## config.mk

```make
export PLATFORM = sky130hd
export DESIGN_NAME = uart_alu_interface_flat
export DESIGN_NICKNAME = d
export VERILOG_FILES = /design/src/rtl/uart_alu_if.sv /design/src/rtl/uart_alu_interface.sv /design/src/flat_wrapper.sv
export SDC_FILE = /design/constraint.sdc
export NUM_CORES = 1
export LEC_CHECK = 0
export CAP_MARGIN = 20
export CORE_ASPECT_RATIO = 1.2
export CORE_MARGIN = 10
export CORE_UTILIZATION = 60
export CTS_BUF_LIST = sky130_fd_sc_hd__clkbuf_4 sky130_fd_sc_hd__clkbuf_8
export CTS_CLUSTER_DIAMETER = 100
export DETAILED_ROUTE_END_ITERATION = 10
export MAX_ROUTING_LAYER = met4
export PLACE_DENSITY = 0.83
export SYNTH_ARGS = -nofsm -noshare
export SYNTH_HDL_FRONTEND = slang
export SYNTH_SLANG_ARGS = --single-unit
```

## constraint.sdc

```tcl
create_clock -name clk -period 5 [get_ports clk]
set_input_delay 1 -clock clk [delete_from_list [all_inputs] [get_ports clk]]
set_output_delay 1 -clock clk [all_outputs]
set_load 0.02 [all_outputs]
```

## src/rtl/uart_alu_if.sv

```systemverilog
// Byte-level handshake between the UART top and the ALU command controller.
// The master modport belongs to the controller; the slave modport to the UART side.
interface uart_alu_if #(
    parameter int DBIT = 8
);
    logic            rx_empty;
    logic [DBIT-1:0] r_data;
    logic            tx_full;
    logic            rd_uart;
    logic            wr_uart;
    logic [DBIT-1:0] w_data;

    modport master (
        input  rx_empty, r_data, tx_full,
        output rd_uart, wr_uart, w_data
    );

    modport slave (
        output rx_empty, r_data, tx_full,
        input  rd_uart, wr_uart, w_data
    );
endinterface

```

## src/rtl/uart_alu_interface.sv

```systemverilog
// Command/response controller: takes operand A, operand B and an opcode byte from the UART,
// runs one ALU operation and hands the 1-byte result back for transmission.
module uart_alu_interface #(
    parameter int DBIT  = 8,
    parameter int NB_OP = 6
) (
    input  logic         clk,
    input  logic         reset,
    uart_alu_if.master   bus
);

    localparam logic [2:0] WAIT_A  = 3'd0;
    localparam logic [2:0] WAIT_B  = 3'd1;
    localparam logic [2:0] WAIT_OP = 3'd2;
    localparam logic [2:0] EXEC    = 3'd3;
    localparam logic [2:0] SEND    = 3'd4;

    localparam logic [NB_OP-1:0] OP_ADD = NB_OP'('h20);
    localparam logic [NB_OP-1:0] OP_SUB = NB_OP'('h22);
    localparam logic [NB_OP-1:0] OP_AND = NB_OP'('h24);
    localparam logic [NB_OP-1:0] OP_OR  = NB_OP'('h25);
    localparam logic [NB_OP-1:0] OP_XOR = NB_OP'('h26);
    localparam logic [NB_OP-1:0] OP_NOR = NB_OP'('h27);
    localparam logic [NB_OP-1:0] OP_SRA = NB_OP'('h03);
    localparam logic [NB_OP-1:0] OP_SRL = NB_OP'('h02);

    localparam logic [DBIT:0] SHIFT_LIM = (DBIT+1)'(DBIT);

    logic [2:0]       state;
    logic [DBIT-1:0]  reg_a;
    logic [DBIT-1:0]  reg_b;
    logic [NB_OP-1:0] reg_op;
    logic [DBIT-1:0]  res_reg;
    logic [DBIT-1:0]  w_reg;
    logic [DBIT-1:0]  alu_res;
    logic             in_wait;
    logic             big_shift;

    assign in_wait   = (state == WAIT_A) || (state == WAIT_B) || (state == WAIT_OP);
    assign big_shift = ({1'b0, reg_b} >= SHIFT_LIM);

    always_comb begin
        alu_res = '0;
        case (reg_op)
            OP_ADD: alu_res = reg_a + reg_b;
            OP_SUB: alu_res = reg_a - reg_b;
            OP_AND: alu_res = reg_a & reg_b;
            OP_OR:  alu_res = reg_a | reg_b;
            OP_XOR: alu_res = reg_a ^ reg_b;
            OP_NOR: alu_res = ~(reg_a | reg_b);
            OP_SRA: alu_res = big_shift ? {DBIT{reg_a[DBIT-1]}}
                                        : DBIT'($signed(reg_a) >>> reg_b);
            OP_SRL: alu_res = big_shift ? '0 : (reg_a >> reg_b);
            default: alu_res = '0;
        endcase
    end

    // Strobes are gated by reset so nothing is consumed or sent while reset is held.
    assign bus.rd_uart = reset && in_wait && !bus.rx_empty;
    assign bus.wr_uart = reset && (state == SEND) && !bus.tx_full;
    // res_reg is presented directly during SEND so the UART samples the new result on the
    // write edge; w_reg keeps it visible afterwards until the next result replaces it.
    assign bus.w_data  = (state == SEND) ? res_reg : w_reg;

    always_ff @(posedge clk) begin
        if (!reset) begin
            state   <= WAIT_A;
            reg_a   <= '0;
            reg_b   <= '0;
            reg_op  <= '0;
            res_reg <= '0;
            w_reg   <= '0;
        end else begin
            case (state)
                WAIT_A: if (!bus.rx_empty) begin
                    reg_a <= bus.r_data;
                    state <= WAIT_B;
                end
                WAIT_B: if (!bus.rx_empty) begin
                    reg_b <= bus.r_data;
                    state <= WAIT_OP;
                end
                WAIT_OP: if (!bus.rx_empty) begin
                    reg_op <= bus.r_data[NB_OP-1:0];
                    state  <= EXEC;
                end
                EXEC: begin
                    res_reg <= alu_res;
                    state   <= SEND;
                end
                SEND: if (!bus.tx_full) begin
                    w_reg <= res_reg;
                    state <= WAIT_A;
                end
                default: state <= WAIT_A;
            endcase
        end
    end

endmodule

```

## src/flat_wrapper.sv

```systemverilog
// flat-port wrapper written by rule: the top's interface ports become plain ports
module uart_alu_interface_flat 
#(
    parameter int DBIT  = 8,
    parameter int NB_OP = 6
)
  (clk, reset, bus_rx_empty, bus_r_data, bus_tx_full, bus_rd_uart, bus_wr_uart, bus_w_data);
  uart_alu_if #(.DBIT(DBIT)) bus_i ();
  input  logic clk;
  input  logic reset;
  input wire logic [$bits(bus_i.rx_empty)-1:0] bus_rx_empty;
  input wire logic [$bits(bus_i.r_data)-1:0] bus_r_data;
  input wire logic [$bits(bus_i.tx_full)-1:0] bus_tx_full;
  output wire logic [$bits(bus_i.rd_uart)-1:0] bus_rd_uart;
  output wire logic [$bits(bus_i.wr_uart)-1:0] bus_wr_uart;
  output wire logic [$bits(bus_i.w_data)-1:0] bus_w_data;
  assign bus_i.rx_empty = bus_rx_empty;
  assign bus_i.r_data = bus_r_data;
  assign bus_i.tx_full = bus_tx_full;
  assign bus_rd_uart = bus_i.rd_uart;
  assign bus_wr_uart = bus_i.wr_uart;
  assign bus_w_data = bus_i.w_data;
  uart_alu_interface #(.DBIT(DBIT), .NB_OP(NB_OP)) u_core (.clk(clk), .reset(reset), .bus(bus_i));
endmodule
```

==> reports/metrics.cfg, run 1 <==
[place]
gp_congestion = 0.958
dpl_worst_slack_ns = 1.46
place_inst = 470
dp_hpwl_um = 6440
portBuffers = 21

[final_layout]
nets = 452
fill_cells = 451
layout-drive-gt1-share_pct = 7.93
final_cells = 478
num_antenna_cells = 0
mostFrequentLayoutCell = nand2_1
layout_common_cells = nand2_1, dfxtp_1, nor2b_1, ha_1
area_delta_synth_final_pct = 8.52
post-route-util_pct = 68.5

[timing]
finalHoldViolCount = 0
max_slew_margin_pct = 34.1
setup_violations = 0
period_share_pct = 70.7
whs_ns = 0.466
worst_pin_slew_ns = 0.980
fmax_mhz = 283
skew_ns = 0.0112
setup_slack_ns = 1.46
min_period_ns = 3.54
rsz0062_at_grt = false
fin_tns_setup_ns = 0
final_max_slew_viol_count = 0

[worst_setup_path]
cp_data_required_time_ns = 4.00
r2r-start = u_core.reg_b[0]
path_cells = clkdlybuf4s50_1, nor2_1, nand2_1, a21oi_1, clkdlybuf4s50_1
cp_max_fo = 7
worstSetupStartpointType = input pin
critical_path_class = input pin to output port
endpoint = bus_rd_uart
rr_endpoint = u_core.res_reg[5]
rrSetupSlack_ns = 1.65
critPathCaptureType = output port
cpMostUsedCell = clkdlybuf4s50_1
startpoint = bus_rx_empty
max_stage_delay_ns = 0.61
crit_slowest_cell = clkdlybuf4s50_1
rr_worst_depth = 11
cp_data_arrival_time_ns = 2.54

[grt]
overflow = 0
grt_usage_pct = 19.0
antenna_found_initial = 0
grt_pass1_vias = 2805
grt_max_degree = 34
grt_pass1_wl_um = 13400

[run_status]
status = completed

[die]
core_area_sq_um = 5370
initial_core_util_pct = 63.2
fp.dieW_um = 88.6
row_count = 29
die_h_um = 102
io_pins = 22
die_area_sq_um = 9070

[cts]
cts_resized = 0
h-tree-depth = 2
postCtsHoldBufs = 0
cts_buffer_depth = 2
cts_tree = yes
clk_latency_ns = 0.30
cts_root_buf = clkbuf_8
clock-sinks = 41
clk_pin_slew_ns = 0.07
cts_buffers = 5
cts_setup_buffers = 0

[routing]
via_count = 2951
drt-initial-drc-count = 314
dr.pass1.iters = 5
vias_per_cell = 6.17
routedWlPerCell_um = 17.0
drcViolationCount = 0
drtAntennaViolNets = 0
wl_um = 8140

[yosys]
syn_area_per_cell_sq_um = 8.31
synth_nets = 445
ys_warn_count = 0
syn-cell-area_sq_um = 3390
synth-seq-area-share_pct = 24.2
synth.ff_latch_count = 41
synth_edf_count = 0
async_reset_ff_share_pct = 0
ys_dominant_reg_cell = dfxtp_1
syn_inst = 408
synth_cell_types = 62

[job]
cap_violations = 0

[hold_path]
hold_path_startpoint = u_core.w_reg[2]
hp-class = flip-flop to flip-flop

[power]
leakage_nw = 1.32
peakVddDrop_mv = 0.199
p_per_area_nw_per_um2 = 233

==> power by group <==
group          leakage, nW  switching (mW)  total, mW  internal, mW
logic                0.932           0.121      0.223         0.102
registers            0.332          0.0250      0.360         0.335
clock network       0.0574           0.112      0.274         0.162
total                 1.32           0.258      0.858         0.599
==> cells by family (layout without fill, tap and decap cells) <==
kind of cell,Yosys count,in the layout,synth area share [%]
and+or+nand+nor,142,142,23.1
adders and majority gates,25,25,9.44
buffers and inverters,45,53,6.60
DFF,41,41,24.2
muxes,31,31,9.85
AOI/OAI and AO/OA,104,104,21.7
xor gates and xnor gates,20,20,5.16
==> through the flow <==
| stage | area [sq um] | power (mW) |
|---|---|---|
| detailed placement | 3560 | 0.587 |
| CTS | 3680 | 0.858 |
| floorplan | 3390 | 0.532 |
| finish | 3680 | 0.858 |
| global route | 3680 | 0.902 |
| global placement | 3560 | 0.580 |
==> routing by layer <==
metal  vias up  GRT usage [%]  part of all wire (%)
met1      1342           21.7                    41
met2       117           30.3                    47
met4         0           11.1                   4.6
li1       1461              -                     -
met3        31           3.18                   6.5
met5         -              -                     0
==> layout make-up <==
type | instances | area [sq um] | area share, %
Multi-Input combinational cell | 322 | 2350 | 63.8
Inverter | 20 | 75.1 | 2.04
Clock buffer | 6 | 82.6 | 2.24
Tap cell | 62 | 77.6 | 2.11
Timing Repair Buffer | 25 | 240 | 6.53
Sequential cell | 41 | 821 | 22.3
Clock inverter | 2 | 37.5 | 1.02
==> how the worst min path moves through the flow <==
stage / depth (start not counted) / slack, ns / to
after floorplan: 2 / 0.44 / u_core.w_reg[0]
after global placement: 2 / 0.45 / u_core.w_reg[4]
after detailed placement: 2 / 0.46 / u_core.w_reg[3]
after CTS: 2 / 0.47 / u_core.w_reg[3]
after global routing: 2 / 0.48 / u_core.w_reg[7]
final: 2 / 0.47 / u_core.w_reg[2]
==> synthesized netlist by cell type (all sizes together) (15+ instances only) <==
master  number  share of area (%)
o21ai       17                2.5
a21boi      19                4.2
mux2i       21                6.2
ha          24                8.9
nor2        23                3.1
buf         15                3.2
a211oi      19                4.2
nor2b       25                4.6
dfxtp       41                 24
nand2       48                5.3
a21oi       17                2.5
inv         20                2.2
==> worst max-delay path: cells and delay by family <==
kind / cells / cell delay (ns)
AND/OR/NAND/NOR: 2 / 0.25
AO/OA/AOI/OAI: 1 / 0.12
buffers and inverters: 2 / 1.16
No activity file was read; power rests on OpenSTA's default activity.
==> run 2: changes to the inputs <==
Settings changed: CORE_UTILIZATION 60 to 56, PLACE_DENSITY 0.83 to 0.81.
Clock period 5 ns to 2.8 ns, I/O delays scaled along.
==> run 2 against run 1 <==
Effect of this change:
- setup slack got worse by 1.3 ns
- clock power increased by 120%
- critical path depth is the same
- combinational power grew 88%
- power is 92% higher
- die area rose by 5.6%
- clock skew grew 0.0054 ns
- sequential power grew 76%
- via count is 4.1% higher
- wire length grew 11%
- core utilization down 4.2 points
==> reports/metrics.cfg, run 2 (synthesis results as in run 1) <==
[cts]
h-tree-depth = 2  ; unchanged
cts_root_buf = clkbuf_8  ; unchanged
clk_pin_slew_ns = 0.08  ; was 0.07 ns
cts_buffer_depth = 2  ; unchanged
cts_buffers = 5  ; unchanged
clk_latency_ns = 0.31  ; was 0.30 ns
postCtsHoldBufs = 0  ; unchanged
clock-sinks = 41  ; unchanged
cts_tree = yes  ; unchanged

[die]
initial_core_util_pct = 56.8  ; was 63.2%
core_area_sq_um = 5970  ; was 5370 sq um
io_pins = 22  ; unchanged
die_area_sq_um = 9580  ; was 9070 sq um
fp.dieW_um = 91.0  ; was 88.6 um
die_h_um = 105  ; was 102 um
row_count = 31  ; was 29

[worst_setup_path]
cp_data_arrival_time_ns = 2.08  ; was 2.54 ns
critPathCaptureType = output port  ; unchanged
rr_worst_depth = 11  ; unchanged
cp_max_fo = 11  ; was 7
worstSetupStartpointType = flip-flop  ; was input pin
critical_path_class = flip-flop to output port  ; was input pin to output port
cp_data_required_time_ns = 2.24  ; was 4.00 ns

[job]
cap_violations = 0  ; unchanged

[final_layout]
area_delta_synth_final_pct = 13.3  ; was 8.52%
num_antenna_cells = 0  ; unchanged
mostFrequentLayoutCell = nand2_1  ; unchanged
fill_cells = 537  ; was 451
nets = 466  ; was 452
layout-drive-gt1-share_pct = 11.6  ; was 7.93%
layout_common_cells = nand2_1, dfxtp_1, nor2b_1, ha_1  ; unchanged

[grt]
overflow = 0  ; unchanged
grt_pass1_wl_um = 15100  ; was 13400 um
grt_max_degree = 27  ; was 34
antenna_found_initial = 0  ; unchanged
grt_usage_pct = 19.4  ; was 19.0%
grt_pass1_vias = 3021  ; was 2805

[routing]
wl_um = 9000  ; was 8140 um
drcViolationCount = 0  ; unchanged
vias_per_cell = 6.00  ; was 6.17
via_count = 3072  ; was 2951
drt-initial-drc-count = 267  ; was 314
dr.pass1.iters = 4  ; was 5
routedWlPerCell_um = 17.6  ; was 17.0 um
drtAntennaViolNets = 0  ; unchanged

[timing]
min_period_ns = 2.64
rsz0062_at_grt = false  ; unchanged
worst_pin_slew_ns = 0.761  ; was 0.980 ns
final_max_slew_viol_count = 0  ; unchanged
setup_violations = 0  ; unchanged
max_slew_margin_pct = 48.9  ; was 34.1%
fin_tns_setup_ns = 0  ; unchanged
skew_ns = 0.0167  ; was 0.0112 ns
period_share_pct = 94.4
fmax_mhz = 378
finalHoldViolCount = 0  ; unchanged

[place]
dp_hpwl_um = 7010  ; was 6440 um
gp_congestion = 1.04  ; was 0.958
portBuffers = 21  ; unchanged

[hold_path]
hp-class = flip-flop to flip-flop  ; unchanged
worstHoldPathCells = 2  ; unchanged

[power]
power_mw = 1.65  ; was 0.858 mW
leakage_nw = 1.41  ; was 1.32 nW
p_per_area_nw_per_um2 = 429  ; was 233 nW/um^2
peakVddDrop_mv = 0.331  ; was 0.199 mV

[run_status]
status = completed  ; unchanged

run 2: routing by layer:
| layer | vias to the layer above | global-route usage [%] | routed length [um] |
|---|---|---|---|
| li1 | 1489 | - | - |
| met1 | 1448 | 22.0 | 3750 |
| met2 | 105 | 32.7 | 4450 |
| met3 | 30 | 2.70 | 449 |
| met4 | 0 | 9.42 | 359 |
| met5 | - | - | 0 |
run 2: critical path, stage by stage, from the launching register on:
cell,delay (ns)
dfxtp_2,0.42
nor3b_1,0.20
buf_4,0.21
nor2b_1,0.20
and2_1,0.15
clkdlybuf4s50_1,0.60
run 2: final timing paths:
kind	start	endpoint	slack, ns
setup / recovery	u_core.state[2]	bus_wr_uart	0.16
hold / removal	u_core.w_reg[6]	u_core.w_reg[6]	0.46
setup reg to reg	u_core.reg_op[3]	u_core.res_reg[6]	0.28
hold reg to reg	u_core.w_reg[6]	u_core.w_reg[6]	0.46
run 2: what timing repair did:
| action | in CTS | in global routing |
|---|---|---|
| resized for setup | 0 | 4 |
| setup buffers | 0 | 0 |
| endpoints found under the setup margin | 0 | 2 |
run 2: cell type report:
cell class | count | area (sq um) | share of cell area, %
sequential | 41 | 823 | 21.4
multi-input combinational | 322 | 2360 | 61.4
tap | 82 | 103 | 2.67
clock inverter | 3 | 68.8 | 1.79
clock buffer | 5 | 68.8 | 1.79
inverter | 20 | 75.1 | 1.95
timing repair buffer | 39 | 345 | 8.99
run 2: power breakdown:
part	internal, mW	switching [mW]
Clock	0.359	0.235
Sequential	0.599	0.0353
Combinational	0.192	0.228
Total	1.15	0.498
run 2: per-stage QoR:
| step | utilization [%] | instances | setup WS, ns | hold WS (ns) | instance area, sq um |
|---|---|---|---|---|---|
| after floorplan | - | 408 | 0.212 | 0.441 | 3390 |
| after global placement | 61.8 | 504 | 0.305 | 0.447 | 3690 |
| after detailed placement | 61.8 | 504 | 0.224 | 0.455 | 3690 |
| after CTS | 64.1 | 512 | 0.0335 | 0.468 | 3830 |
| after global routing | 64.3 | 512 | 0.0453 | 0.483 | 3840 |
| final | 64.3 | 512 | 0.157 | 0.463 | 3840 |
